--- config.mk ---
export PLATFORM = sky130hd
export DESIGN_NAME = cache_fill_ctrl
export DESIGN_NICKNAME = d
export VERILOG_FILES = /design/src/rtl/cache_fill_ctrl.sv
export SDC_FILE = /design/constraint.sdc
export NUM_CORES = 1
export LEC_CHECK = 0
export ABC_AREA = 1
export CORE_ASPECT_RATIO = 0.7
export CORE_MARGIN = 3
export CORE_UTILIZATION = 46
export CTS_CLUSTER_DIAMETER = 150
export DETAILED_ROUTE_END_ITERATION = 12
export GPL_TIMING_DRIVEN = 0
export PLACE_DENSITY_LB_ADDON = 0.05
export SLEW_MARGIN = 15
export SYNTH_ARGS = -nofsm -noshare
export SYNTH_HDL_FRONTEND = slang
export SYNTH_SLANG_ARGS = --single-unit
--- constraint.sdc ---
create_clock -name clk -period 1.6 [get_ports clk]
set_input_delay 0.32 -clock clk [delete_from_list [all_inputs] [get_ports clk]]
set_output_delay 0.32 -clock clk [all_outputs]
set_load 0.005 [all_outputs]
--- src/rtl/cache_fill_ctrl.sv ---
`default_nettype none
// ============================================================================
// Module   : cache_fill_ctrl
// Brief    : Cache-miss block fill sequencer. Latches the block-aligned miss
//            address, issues one memory read per cycle for every word of the
//            block, writes returning words into the data array in order and
//            strobes the tag array once the block is complete.
// Revision : 1.0  initial release
// ============================================================================
module cache_fill_ctrl #(
    parameter int ADDR_WIDTH      = 16,
    parameter int WORDS_PER_BLOCK = 8,
    parameter int WORD_BYTES      = 2
) (
    input  logic                               clk,
    input  logic                               rst_n,
    input  logic                               miss_detected,
    input  logic [ADDR_WIDTH-1:0]              miss_address,
    input  logic                               memory_data_valid,
    output logic                               fsm_busy,
    output logic                               memory_read_en,
    output logic [ADDR_WIDTH-1:0]              memory_address,
    output logic                               data_write_en,
    output logic [$clog2(WORDS_PER_BLOCK)-1:0] data_word_offset,
    output logic                               write_tag_array
);

    localparam int c_OFF_W = $clog2(WORDS_PER_BLOCK);
    localparam int c_CNT_W = c_OFF_W + 1;
    localparam int c_WB_SH = $clog2(WORD_BYTES);

    localparam logic [c_CNT_W-1:0]    c_WPB      = c_CNT_W'(WORDS_PER_BLOCK);
    localparam logic [c_CNT_W-1:0]    c_WPB_M1   = c_CNT_W'(WORDS_PER_BLOCK - 1);
    // Clears the byte-within-block bits so the base is block aligned.
    localparam logic [ADDR_WIDTH-1:0] c_BLK_MASK = ~ADDR_WIDTH'(WORDS_PER_BLOCK * WORD_BYTES - 1);

    typedef enum logic [1:0] {
        ST_IDLE = 2'b00,
        ST_FILL = 2'b01,
        ST_TAG  = 2'b10
    } state_t;

    state_t                  r_state;
    state_t                  w_state_nxt;
    logic [ADDR_WIDTH-1:0]   r_base;
    logic [c_CNT_W-1:0]      r_issue_cnt;
    logic [c_CNT_W-1:0]      r_recv_cnt;
    logic                    w_issue;
    logic                    w_write;
    logic [ADDR_WIDTH-1:0]   w_addr_off;

    // Byte offset of the word being requested; always inside the block, so the
    // add below can never carry out of the block-aligned base.
    assign w_addr_off = ADDR_WIDTH'(r_issue_cnt) << c_WB_SH;

    // State register; reset parks the controller in IDLE immediately.
    always_ff @(posedge clk or negedge rst_n) begin
        if (!rst_n) begin
            r_state <= ST_IDLE;
        end else begin
            r_state <= w_state_nxt;
        end
    end

    // Next-state and output decode.
    always_comb begin
        w_state_nxt      = ST_IDLE;
        w_issue          = 1'b0;
        w_write          = 1'b0;
        fsm_busy         = 1'b0;
        write_tag_array  = 1'b0;
        case (r_state)
            ST_IDLE: begin
                fsm_busy    = miss_detected;
                w_state_nxt = miss_detected ? ST_FILL : ST_IDLE;
            end
            ST_FILL: begin
                fsm_busy    = 1'b1;
                w_issue     = (r_issue_cnt < c_WPB);
                w_write     = memory_data_valid && (r_recv_cnt < c_WPB);
                w_state_nxt = (w_write && (r_recv_cnt == c_WPB_M1)) ? ST_TAG : ST_FILL;
            end
            ST_TAG: begin
                fsm_busy        = 1'b1;
                write_tag_array = 1'b1;
                w_state_nxt     = ST_IDLE;
            end
            default: begin
                w_state_nxt = ST_IDLE;
            end
        endcase
        memory_read_en   = w_issue;
        memory_address   = w_issue ? (r_base + w_addr_off) : '0;
        data_write_en    = w_write;
        data_word_offset = w_write ? r_recv_cnt[c_OFF_W-1:0] : '0;
    end

    // Block base and issue/receive counters; the base is only captured in IDLE
    // so miss inputs seen during a fill have no effect.
    always_ff @(posedge clk or negedge rst_n) begin
        if (!rst_n) begin
            r_base      <= '0;
            r_issue_cnt <= '0;
            r_recv_cnt  <= '0;
        end else if ((r_state == ST_IDLE) && miss_detected) begin
            r_base      <= miss_address & c_BLK_MASK;
            r_issue_cnt <= '0;
            r_recv_cnt  <= '0;
        end else if (r_state == ST_FILL) begin
            if (w_issue) begin
                r_issue_cnt <= r_issue_cnt + 1'b1;
            end
            if (w_write) begin
                r_recv_cnt <= r_recv_cnt + 1'b1;
            end
        end
    end

endmodule
`default_nettype wire

==> results.toml, run 1 <==
[hold_path]
min_path_type = "reg2reg"
hold_path_depth = 3
holdPathEnd = "r_issue_cnt[2]$_DFFE_PN0P_"
hold_path.startpoint = "r_issue_cnt[2]$_DFFE_PN0P_"

[global_route]
grtUsageTotal = 0.257
overflow = 0
grt_max_degree = 23
grt_pass1_vias = 1500
antenna_found_initial = 0
grt_first_pass_wirelength_um = 7130

[yosys]
syn_area_um2 = 1330
ys_ff_latch = 22
synthTopCellsByArea = "dfrtp_1 (41%), nand2_1 (14%), inv_1 (7.9%)"
netlist.area_leader.share = 0.413
synth_nets = 213
yosysTopAreaCell = "dfrtp_1"
syn_inst = 185
ys_types = 21
syn_avg_cell_area_um2 = 7.21
synth-seq-area-share = 0.413
synth_warnings = 0

[final_layout]
final_cell_mix = "nand2_1 (45), buf_4 (26), inv_1 (24)"
multi_input_area_um2 = 802
fin_nets = 292
finish.utilization = 0.849
antennaDiodeCount = 0
drive_gt1_frac = 0.403
nFillCells = 124
final_common_cell = "nand2_1"
syn2layout_area_growth_pct = 66.1
ff_latch_area_um2 = 552

[job]
drv_cap = 0

[route]
antenna_left = 0
drc = 0
vias = 1652
routed_wl_um = 5060
first_pass_iters = 7
avgRoutedWirePerCell_um = 17.0
via_per_inst = 5.56
drt-initial-drc-count = 147

[worst_setup_path]
cp-start-kind = "register"
worstSetupPathType = "reg2out"
regToRegSetupSlack_ns = 0.04
cp.arrival_ns = 1.74
r2r_cells = 9
cp-end-kind = "output port"
r2r_end = "r_base[14]$_DFFE_PN0P_"
r2r-start = "r_state[1]$_DFF_PN0_"
cp_data_required_time_ns = 1.28
cp-startpoint = "r_base[4]$_DFFE_PN0P_"
crit_fanout = 3

[die]
die_w_um = 70.4
fp.dieH_um = 51.1
num_io_pins = 43
row_count = 15
dieArea_um2 = 3590
start_util = 0.511
core_um2 = 2610

[place]
port_buffers = 37
hpwlAfterDp_um = 2480
globalplace.congestion = 0.831
post-place-ws_ns = -0.655

[sta]
setup_viol = 21
max_slew_margin = 0.310
rsz0062_at_grt = "yes"
period_needed_ns = 2.06
finalHoldViolCount = 0
worst_slew_pin_slew_ns = 1.03
fin_crit_sh = 1.29
setup_ws_ns = -0.459
worst_hold_slack_ns = 0.560
fmax_mhz = 486
fin_skew_ns = 0.0104
finalMaxSlewViolations = 0

[pwr]
peakVddDrop_uv = 995
p_leak_uw = 0.00114
power.density_nw_per_um2 = 1830

[clocking]
cts_made_buffers = 3
cts_tree = "done"
clk_pin_slew_ns = 0.09
clock_path_buffers = 2
cts_root_buf = "clkbuf_8"
cts.sinks = 22
htreeDepth = 1
insertion_delay_ns = 0.27

[run_status]
outcome = "complete, but fails checks"
violations = "setup timing"
==> state kept, by name, indices dropped and copies added, names as in the netlist <==
name         count
r_base          12
r_issue_cnt      4
r_recv_cnt       4
r_state          2
==> stage by stage <==
step	std cells	area [µm²]	setup TNS [ns]	power [µW]
2_1_floorplan	185	1330	0	1940
3_3_place_gp	256	1750	-8.48	2700
3_5_place_dp	256	1750	-9.15	2780
4_1_cts	285	2060	-4.30	3490
5_1_grt	297	2220	-6.20	4300
6_report	297	2220	-4.82	4050
==> per-layer routing <==
metal,GRT usage,routed length [µm]
met1,0.298,1950
met2,0.443,2390
met3,0.0688,552
met4,0.127,170
met5,0,0
==> cell usage after synthesis, drive strengths merged <==
cell type and number:
ha 8, o21ai 15, a21oi 8, buf 4, nand4 4, a211oi 2
nor2 29, nand3 9, conb 1, nand2 52, inv 29, clkbuf 1
dfrtp 22, a31oi 1
==> layout make-up <==
| cell class | instances | share of cell area |
|---|---|---|
| multi-input cells | 129 | 0.362 |
| clock buffers | 4 | 0.0248 |
| well taps | 34 | 0.0192 |
| inverters | 29 | 0.0536 |
| repair buffers | 77 | 0.281 |
| flip-flops and latches | 22 | 0.249 |
| plain buffers | 2 | 0.0102 |
==> logic make-up after synthesis <==
logic type / after synthesis / synth area share
AO/OA/AOI/OAI: 26 / 0.102
adder cells (fa/ha/maj): 8 / 0.0750
buffers and inverters: 34 / 0.106
flip-flops: 22 / 0.413
other: 1 / 0.00281
AND/OR/NAND/NOR: 94 / 0.301
==> worst max path at each step <==
| stage | end | slack [ns] | depth (start not counted) |
|---|---|---|---|
| 5_1_grt | memory_address[15] | -0.51 | 10 |
| 4_1_cts | memory_address[15] | -0.37 | 10 |
| 2_1_floorplan | memory_address[6] | 0.08 | 7 |
| 3_3_place_gp | fsm_busy | -0.62 | 7 |
| 6_report | memory_address[15] | -0.46 | 10 |
| 3_5_place_dp | fsm_busy | -0.65 | 7 |
==> timing repair <==
item,in CTS,in global routing
pin swaps,13,20
setup endpoints to repair,22,29
resized for setup,108,48
hold buffers,0,0
buffers inserted,25,17
==> report_power, final <==
part	switching (µW)	internal [µW]	total, µW
clock network	199	220	419
registers	292	811	1100
logic	1340	1190	2530
==> worst max-delay path, cell delays in order (launching register included) <==
cell     delay (ns)
dfrtp_1        0.41
ha_2           0.21
nand2_2        0.07
nor2_4         0.14
buf_6          0.12
buf_6          0.09
nand3_2        0.07
nand2_1        0.08
inv_1          0.04
nor2_1         0.11
buf_2          0.12
Power figures use the tool's default switching activity.
==> run 2: changes to the inputs <==
CORE_UTILIZATION = 45   (was 46)
==> results.toml, run 2 (synthesized netlist as in run 1, its figures left out) <==
[worst_setup_path]
cp-end-kind = "output port"
crit_path_cell_trace = "ha_2 -> nand2_2 -> nor2_4 -> buf_6 -> nand2_2 -> nand2_1 -> nand2_1 -> nor2_1 -> buf_2"
worstSetupPathType = "reg2out"
critPathSlowestCell = "dfrtp_1"
cp-start-kind = "register"
max_stage_delay_ns = 0.40
crit_fanout = 4
cp.arrival_ns = 1.79
regToRegSetupSlack_ns = 0.07
r2r_cells = 9
cp_data_required_time_ns = 1.28

[sta]
worst_hold_slack_ns = 0.545
worst_slew_pin_slew_ns = 1.01
max_slew_margin = 0.323
setup_viol = 20
fin_crit_sh = 1.32
finalMaxSlewViolations = 0
finalSetupTns_ns = -5.21
rsz0062_at_grt = "yes"
setup_ws_ns = -0.508
fin_skew_ns = 0.00359
period_needed_ns = 2.11
finalHoldViolCount = 0
fmax_mhz = 474

[clocking]
clk_pin_slew_ns = 0.08
cts_root_buf = "clkbuf_8"
cts_made_buffers = 3
insertion_delay_ns = 0.27
ctsHoldBuffers = 0
cts.sinks = 22
htreeDepth = 1
clock_path_buffers = 2
cts_tree = "done"

[global_route]
grt_first_pass_wirelength_um = 7380
grt_pass1_vias = 1573
antenna_found_initial = 0
overflow = 0
grt_max_degree = 23
grtUsageTotal = 0.262

[final_layout]
syn2layout_area_growth_pct = 68.3
final_cell_mix = "nand2_1 (46), inv_1 (21), buf_4 (21), dfrtp_1 (21), buf_2 (20)"
drive_gt1_frac = 0.420
final_common_cell = "nand2_1"
top_register = "r_base"
fin_nets = 291
largest_reg_flops = 12
antennaDiodeCount = 0
reg_top3 = "r_base: 12 flops, r_issue_cnt: 4 flops, r_recv_cnt: 4 flops"

[place]
port_buffers = 37
hpwlAfterDp_um = 2460
globalplace.congestion = 0.832

[die]
core_um2 = 2630
die_w_um = 71.1
fp.dieH_um = 51.6
row_count = 15
start_util = 0.508
dieArea_um2 = 3660
num_io_pins = 43

[route]
met3_length_um = 508
drt-initial-drc-count = 138
antenna_left = 0
highest_layer = "met4"
avgRoutedWirePerCell_um = 18.4
vias = 1658
routed_wl_um = 5440
wl_met2_um = 2620
first_pass_iters = 4
drc = 0
via_per_inst = 5.60
wl_met1_um = 2060

[pwr]
seqPwrFrac = 0.277
peakVddDrop_uv = 1130
switching_share = 0.458
power.density_nw_per_um2 = 1820
p_leak_uw = 0.00113
p_switching_uw = 1870
pwr-share-comb = 0.624
internal_power_uw = 2210
clkPwrFrac = 0.099

[job]
drv_cap = 0

[run_status]
violations = "setup timing"
outcome = "complete, but fails checks"

[hold_path]
hold_path_depth = 2
min_path_type = "reg2reg"
## run 2: cell type report
cell class / instances / area, µm²
buffer: 5 / 40.0
clock buffer: 4 / 55.1
fill: 145 / 383
inverter: 29 / 121
multi-input combinational: 129 / 818
sequential: 22 / 552
tap: 34 / 42.5
timing repair buffer: 73 / 616
## run 2: repair_timing
item / CTS / global route
pin swaps: 19 / 14
buffers inserted: 26 / 12
endpoints found under the setup margin: 22 / 32
resized for setup: 141 / 28
gates cloned: 1 / 0
endpoints found under the hold margin: 0 / 0
## run 2: path summary, 6_finish.rpt
path                                               to                  start
setup / recovery                   memory_address[11]  r_base[4]$_DFFE_PN0P_
hold / removal                  r_base[9]$_DFFE_PN0P_  r_base[9]$_DFFE_PN0P_
setup reg to reg               r_base[14]$_DFFE_PN0P_   r_state[0]$_DFF_PN0_
hold reg to reg                 r_base[9]$_DFFE_PN0P_  r_base[9]$_DFFE_PN0P_
max in group asynchronous       r_base[8]$_DFFE_PN0P_                  rst_n
min in group asynchronous  r_issue_cnt[2]$_DFFE_PN0P_                  rst_n
## run 2: per-layer routing
metal / GRT usage / vias up
met2: 0.458 / 112
met4: 0.134 / 0
met1: 0.300 / 786
met3: 0.0676 / 29
li1: - / 731
met5: 0 / -
## run 2: power groups by stage
stage,Combinational [µW],Sequential [µW],Clock [µW]
final,2550,1130,405
after global routing,2750,1140,443
after CTS,2100,1060,405
after detailed placement,1720,1050,0
after global placement,1660,1030,0
after floorplan,960,983,0
## run 2: critical path: cells and delay by family (launching register included)
kind                       cells  cell delay (ns)
buffers and inverters          2             0.29
adders and majority gates      1             0.21
and+or+nand+nor                6             0.62
DFF                            1             0.40
## run 2: metrics by stage
stage	total power, µW	util	instances	area, µm²	setup slack (ns)
global route	4330	0.854	296	2240	-0.552
global placement	2700	0.665	256	1750	-0.632
floorplan	1940	-	185	1330	0.0759
CTS	3560	0.790	286	2080	-0.396
finish	4080	0.854	296	2240	-0.508
detailed placement	2770	0.665	256	1750	-0.658
==> run 3: changes to the inputs <==
CAP_MARGIN = 20   (was not set)
==> results.toml, run 3 (synthesized netlist as in run 1, its figures left out) <==
[run_status]
outcome = "complete, but fails checks"
violations = "setup timing"

[final_layout]
drive_gt1_frac = 0.423
final_common_cell = "nand2_1"
nFillCells = 150
syn2layout_area_growth_pct = 70.4
fin_nets = 294
largest_reg_flops = 12
top_register = "r_base"
reg_top3 = "r_base: 12 flops, r_issue_cnt: 4 flops, r_recv_cnt: 4 flops"
antennaDiodeCount = 0
final_cell_area_um2 = 2270
final_cell_mix = "nand2_1 (47), buf_4 (23), inv_1 (21), dfrtp_1 (21), buf_2 (20)"

[place]
port_buffers = 37
hpwlAfterDp_um = 2460
place_area_um2 = 1750
globalplace.congestion = 0.832

[die]
fp.dieH_um = 51.6
core_um2 = 2630
start_util = 0.508
row_count = 15
dieArea_um2 = 3660
die_w_um = 71.1
num_io_pins = 43

[clocking]
cts_tree = "done"
cts_made_buffers = 3
clk_pin_slew_ns = 0.08
insertion_delay_ns = 0.27
cts.sinks = 22
clock_path_buffers = 2
cts_root_buf = "clkbuf_8"
htreeDepth = 1

[route]
drt-initial-drc-count = 129
antenna_left = 0
vias = 1701
drc = 0
avgRoutedWirePerCell_um = 18.5
routed_wl_um = 5540
via_per_inst = 5.69
first_pass_iters = 5

[job]
drv_cap = 0

[worst_setup_path]
regToRegSetupSlack_ns = 0.04
cp_top_family = "simple AND/OR/NAND/NOR gates"
cp.arrival_ns = 1.80
worstSetupPathType = "reg2out"
cp_data_required_time_ns = 1.28
worst-path-buf-inv = 2
crit_fanout = 4
cp-start-kind = "register"
max_stage_delay_ns = 0.42
cp-end-kind = "output port"
crit_path_cell_trace = "ha_2 -> nand2_2 -> nor2_4 -> buf_6 -> nand2_2 -> nand2_1 -> nand2_1 -> nor2_1 -> buf_2"
critPathSlowestCell = "dfrtp_1"

[sta]
period_needed_ns = 2.12
setup_ws_ns = -0.516
fmax_mhz = 473
finalSetupTns_ns = -5.73
worst_hold_slack_ns = 0.279
fin_skew_ns = 0.00392
finalHoldViolCount = 0
fin_crit_sh = 1.32
setup_viol = 21
finalMaxSlewViolations = 0
rsz0062_at_grt = "yes"

[global_route]
grt_max_degree = 23
antenna_found_initial = 0
grtUsageTotal = 0.262
overflow = 0
grt_pass1_vias = 1573
grt_first_pass_wirelength_um = 7380

[pwr]
p_switching_uw = 1900
pwr-share-comb = 0.630
switching_share = 0.460
power.density_nw_per_um2 = 1820
clkPwrFrac = 0.100
peakVddDrop_uv = 1180
p_leak_uw = 0.00115
power_uw = 4130
internal_power_uw = 2230
seqPwrFrac = 0.270

[hold_path]
min_path_type = "in2async"
[run 3: through the flow]
stage / setup slack [ns] / std cells / util
floorplan: 0.0759 / 185 / -
global placement: -0.632 / 256 / 0.665
detailed placement: -0.658 / 256 / 0.665
CTS: -0.396 / 286 / 0.790
global route: -0.561 / 299 / 0.865
finish: -0.516 / 299 / 0.865
[run 3: timing repair]
action	4_1_cts	5_1_grt
gates cloned	1	0
buffers inserted	26	14
pin swaps	19	13
endpoints found under the setup margin	22	32
resized for setup	141	27
hold endpoints to repair	0	0
hold buffers	0	0
[run 3: final cells by class]
class / count / area, µm² / share of cell area
well taps: 34 / 42.5 / 0.0187
clock buffers: 4 / 55.1 / 0.0242
multi-input cells: 129 / 816 / 0.359
plain buffers: 5 / 40.0 / 0.0176
inverters: 29 / 121 / 0.0534
flip-flops and latches: 22 / 552 / 0.243
repair buffers: 76 / 646 / 0.284
[run 3: worst paths after layout]
check,from,end,cells after the start
max,r_base[4]$_DFFE_PN0P_,memory_address[11],9
min,rst_n,r_issue_cnt[2]$_DFFE_PN0P_,1
max reg2reg,r_state[0]$_DFF_PN0_,r_base[10]$_DFFE_PN0P_,10
min reg2reg,r_base[9]$_DFFE_PN0P_,r_base[9]$_DFFE_PN0P_,2
max in group asynchronous,rst_n,r_base[8]$_DFFE_PN0P_,2
min in group clk,r_base[9]$_DFFE_PN0P_,r_base[9]$_DFFE_PN0P_,2
[run 3: power groups by stage]
stage,logic (µW),registers (µW),clock network (µW)
2_1_floorplan,960,983,0
4_1_cts,2100,1060,405
3_5_place_dp,1720,1050,0
6_report,2600,1120,413
3_3_place_gp,1660,1030,0
5_1_grt,2780,1130,440
[run 3: per-layer routing]
| layer | GRT usage | share of wire |
|---|---|---|
| met1 | 0.300 | 0.38 |
| met2 | 0.458 | 0.47 |
| met3 | 0.0676 | 0.11 |
| met4 | 0.134 | 0.048 |
| met5 | 0 | 0 |
==> edit 1 (settings of run 3) <==
Add an input register stage for `miss_address`; this delays it by one clock. The other inputs are not delayed to match.
--- a/src/rtl/cache_fill_ctrl.sv
+++ b/src/rtl/cache_fill_ctrl.sv
@@ -41,2 +41,8 @@
     } state_t;
+
+    logic [ADDR_WIDTH-1:0] miss_address_q;
+
+    always_ff @(posedge clk) begin
+        miss_address_q <= miss_address;
+    end
 
@@ -105,3 +111,3 @@
         end else if ((r_state == ST_IDLE) && miss_detected) begin
-            r_base      <= miss_address & c_BLK_MASK;
+            r_base      <= miss_address_q & c_BLK_MASK;
             r_issue_cnt <= '0;
Check against the original RTL: not equivalent (Yosys sat finds a counterexample within 4 cycles, from zero or initial values and one cycle with rst_n low).
==> edit 1 against run 3 <==
The flow still finishes with violations (setup timing). Routed wire length down 17%. Sequential cell count increased by 12. Via count is 5.2% lower. Area after synthesis increased by 19%. Total power grew 18%. Highest routed layer unchanged. Clock skew rose by 0.0052 ns. Hold slack lost 0.27 ns. Fmax up 11%. Largest power group unchanged. Worst setup slack gained 0.21 ns. Utilization fell by 8.9 points. Design area is 11% higher. Synthesized cell count grew 8.1%.
==> edit 1: results (changes against run 3) <==
TNS Setup=-4.137 ns (+1.590 ns); layout cells sized above 1=39.49% (-2.8 points); Placement Cell Area=0.002011 sq mm (+15%); total CTS buffers=5 (+2); ys async rst share=64.71% (-35 points); nets=303 (+3.1%); worst endpoint data arrival time=1.58 ns (-0.22 ns); clk_skew=0.009098 ns (+0.005178 ns); r2r setup slk=0.14 ns (+0.10 ns); Initial DRC Count=105 (-19%); first-pass GRT wire length=7500 microns (+1.6%); GRT Total Usage=22.36% (-3.9 points); final-layout fill cell count=231 (+54%); Inst Count DP=284 (+11%); r2r endpoint=r_recv_cnt[0]; post-DP HPWL=2639 microns (+7.5%); H-tree lvl count=2 (+1); Syn. warnings=0 (unchanged); initial antenna violation count=0 (unchanged); max-slew violations=0 (unchanged); root buffer cell=clkbuf_8; failing checks=setup timing; Clock Latency Late Sink=0.29 ns (+0.02 ns); biggest regs=miss_address_q: 12 flops, r_base: 12 flops; number of routed nets with antenna violations=0 (unchanged); endpoints failing setup=20 (-4.8%); vias in the first global route=1,549 (-1.5%); wire length per cell=14.21 microns (-23%); port bufs=37 (unchanged); ranking of synthesized cells by area=dfrtp_1, dfxtp_1, nand2_1; worst-path maximum fanout=4 (unchanged); Static Leak=0.001250 uW (+8.4%); Vias=1,612 (-5.2%); syn nets=228 (+7.0%); Max rail drop VDD=1.032 mV (-13%); Post-synth EDFFs=0 (unchanged); setup ws final=-0.3044 ns (+0.2117 ns); pre-CTS WS=-0.7387 ns (-0.08058 ns); Critical Path End=memory_address[15]; number of diodes=0 (unchanged); final RePlAce weighted congestion=0.8839 (+6.2%); Seq/Total Area, Yosys=50.00% (+8.7 points); largest net degree at the start of global routing=23 (unchanged); Distinct cells, synth=21 (unchanged); worst reg2reg path depth=8 (-2); hold crit path type=in -> async; most instantiated cells after synthesis=nand2_1, nor2_1, inv_1; DRT Wirelength=4590 microns (-17%); Initial DRT Pass Iterations=5 (unchanged); outcome=finished, violations left; Mapped Cells=200 (+8.1%)
==> edit 1: cell types whose count changed after synthesis, sizes merged, moves of 2 or more <==
cell | run 3 | this run
nand2 | 52 | 56
inv | 29 | 25
o21ai | 15 | 12
dfxtp | 0 | 12
a21oi | 8 | 10
nand3 | 9 | 11
nor2 | 29 | 33
==> edit 1: timing repair <==
item	4_1_cts	5_1_grt
pin swaps	20	18
setup buffers	28	4
endpoints found under the setup margin	22	26
resized for setup	118	42
hold endpoints to repair	0	0
hold buffers	0	0
==> edit 1: per-layer routing <==
| layer | part of all wire [%] | vias up | GRT usage, % |
|---|---|---|---|
| li1 | - | 775 | - |
| met1 | 41 | 752 | 29.31 |
| met2 | 48 | 74 | 35.98 |
| met3 | 8.7 | 11 | 6.149 |
| met4 | 2.0 | 0 | 7.235 |
| met5 | 0 | - | 0 |
==> edit 1: cell type report <==
type	count	share of cell area [%]
Clock buffer	5	2.727
Sequential cell	34	31.53
Buffer	4	1.388
Inverter	25	4.016
Multi-Input combinational cell	136	32.92
Tap cell	47	2.330
Clock inverter	3	2.727
Timing Repair Buffer	69	22.36
==> edit 1: worst min path at each step <==
| stage | end | startpoint | slack, ns | depth (start not counted) |
|---|---|---|---|---|
| 5_1_grt | r_base[13] | rst_n | 0.04 | 1 |
| 6_report | r_issue_cnt[3] | rst_n | 0.008 | 1 |
| 3_5_place_dp | r_base[12] | miss_address_q[12] | 0.41 | 2 |
| 4_1_cts | r_base[5] | miss_address_q[5] | 0.42 | 2 |
| 3_3_place_gp | r_base[9] | miss_address_q[9] | 0.41 | 2 |
| 2_1_floorplan | r_base[10] | rst_n | 0.02 | 0 |
==> edit 1: kinds of logic (layout without fill, tap and decap cells) <==
group,Yosys count,in the layout,share of synthesized area [%]
fa+ha+maj,8,8,6.329
flops,34,34,50.00
other cells,1,1,0.2371
buf+inv,30,106,7.990
simple gates,103,103,27.53
compound gates,24,24,7.911
==> edit 1: critical path, stage by stage (launching register included) <==
cell and delay, ns:
dfrtp_2 0.42, ha_4 0.17, nand2_4 0.06, nor2_4 0.16, buf_6 0.13, nand3_2 0.06, nand2_1 0.07, inv_1 0.03
nor2_1 0.08, buf_2 0.12
==> edit 1: per-stage QoR <==
step	power, uW	utilization, %
after floorplan	2289	-
after global placement	3058	61.78
after detailed placement	3124	61.78
after CTS	4478	74.36
after global routing	5197	77.55
final	4878	77.55
==> edit 1: report_power, final <==
group	internal, uW	total [uW]	leakage, uW	switching [uW]
Sequential	1130	1460	0.000368	328
Combinational	1220	2460	0.000814	1240
Clock	624	955	0.0000683	331
==> edit 2 (config.mk and constraints of run 3) <==
Without the edit above. Change the parameter `ADDR_WIDTH` from 16 to 15.
--- a/src/rtl/cache_fill_ctrl.sv
+++ b/src/rtl/cache_fill_ctrl.sv
@@ -10,3 +10,3 @@
 module cache_fill_ctrl #(
-    parameter int ADDR_WIDTH      = 16,
+    parameter int ADDR_WIDTH      = 15,
     parameter int WORDS_PER_BLOCK = 8,
Interface: changed (resized memory_address and miss_address); port bits go from 43 to 41. The function was not compared with the original's and may differ.
==> edit 2 against run 3 <==
The run still ends with setup timing left. Non-clock buffer count is 2 lower. Clock power is 6.3% lower. Area after synthesis decreased by 5.4%. Worst setup slack gained 0.10 ns. Combinational power rose by 14%. Routed wire length fell by 8.2%. Synthesized cell count fell by 8.6%. Largest power group unchanged. Sequential cell count fell by 1. Count of clock-buffer cells in the layout is 1 lower. Fmax rose by 5.2%. Total power up 7.8%. Design area shrank 1.3%. Final cell count shrank 5.4%. Critical path type unchanged.
==> edit 2: results (changes against run 3) <==
r2r endpoint=r_base[5]; layout cells sized above 1=49.00% (+6.7 points); worst endpoint data arrival time=1.69 ns (-0.11 ns); Syn. warnings=0 (unchanged); GRT Total Usage=27.86% (+1.6 points); clk_skew=0.009894 ns (+0.005974 ns); setup ws final=-0.4124 ns (+0.1038 ns); H-tree lvl count=1 (unchanged); hold_ws=0.2686 ns (-0.01033 ns); register share of total power=24.8% (-2.2 points); compound-gate portion of the synthesized area=8.433% (-1.8 points); wire length per cell=17.97 microns (-3.0%); #MultiIn Comb=123 (-4.7%); buffer share of cell area=30.19% (about the same); Max rail drop VDD=1.003 mV (-15%); fraction of area in multi-input gates=37.78% (+1.9 points); Net Sw Frac=45.47% (-0.56 points); Static Leak=0.001107 uW (-3.9%); final RePlAce weighted congestion=0.8170 (-1.8%); syn nets=196 (-8.0%); buffers outside the clock class=79 (-2.5%); most instantiated cells after synthesis=nand2_1, nor2_1, dfrtp_1; final-layout fill cell count=119 (-21%); final core utilization=87.20% (+0.73 points); Mapped Cells=169 (-8.6%); vias in the first global route=1,570 (-0.19%); Inst Count DP=238 (-7.0%); nets=277 (-5.8%); ranking of synthesized cells by area=dfrtp_1, nand2_1, nor2_1; Sink Count=21 (-4.5%); total CTS buffers=3 (unchanged); Crit. Startpoint=r_issue_cnt[3]; inverters=22 (-24%); largest net degree at the start of global routing=22 (-4.3%); initial antenna violation count=0 (unchanged); Initial DRC Count=217 (+68%); endpoints failing setup=20 (-4.8%); outcome=finished, violations left; worst reg2reg path depth=10 (unchanged); Initial DRT Pass Iterations=6 (+1); Distinct cells, synth=24 (+14%); Seq/Total Area, Yosys=41.67% (+0.39 points); register area=526.8 sq um (-4.5%); post-DP HPWL=2146 microns (-13%); clock network power=387 uW (-6.3%); Placement Cell Area=0.001654 sq mm (-5.3%); port bufs=35 (-5.4%); multiplexer share of the synthesized area=0% (unchanged); clock slew at reported path FFs=about 0.090 ns; biggest regs=r_base: 11 flops, r_issue_cnt: 4 flops, r_recv_cnt: 4 flops; first-pass GRT wire length=7452 microns (+0.93%); adder-cell area share of the yosys netlist=7.937% (+0.43 points); routed vias/inst=5.449 (-4.2%); Critical Path End=memory_address[12]; TNS Setup=-5.330 ns (+0.3971 ns); r2r setup slk=0.01 ns (-0.03 ns); clk cell area share=2.176% (-0.25 points); failing checks=setup timing; DRT Wirelength=5086 microns (-8.2%)
## edit 2: timing repair
item,CTS,global route
resized for setup,139,36
hold endpoints to repair,0,0
cloned,2,0
buffers inserted,28,19
pin swaps,17,21
setup endpoints to repair,21,23
## edit 2: critical path, stage by stage, from the launching register on
cell and delay (ns):
dfrtp_1 0.43, ha_4 0.20, ha_4 0.17, nand2_4 0.09
nor2_4 0.05, buf_6 0.13, nand2_2 0.06, nand2_2 0.05
nor2_2 0.10, buf_2 0.12
## edit 2: metal layers
layer	vias up	wire length (microns)	part of all wire [%]	GRT usage (%)
li1	685	-	-	-
met1	706	1952	38	31.71
met5	-	0	0	0
met3	33	492	9.7	7.600
met2	118	2384	47	49.05
met4	0	257	5.1	12.99
## edit 2: metrics by stage
step                      setup WS (ns)  total power, uW
after floorplan                  0.1210             1945
after global placement          -0.4837             2654
after detailed placement        -0.5293             2720
after CTS                       -0.2996             3816
after global routing            -0.4741             4704
final                           -0.4124             4452
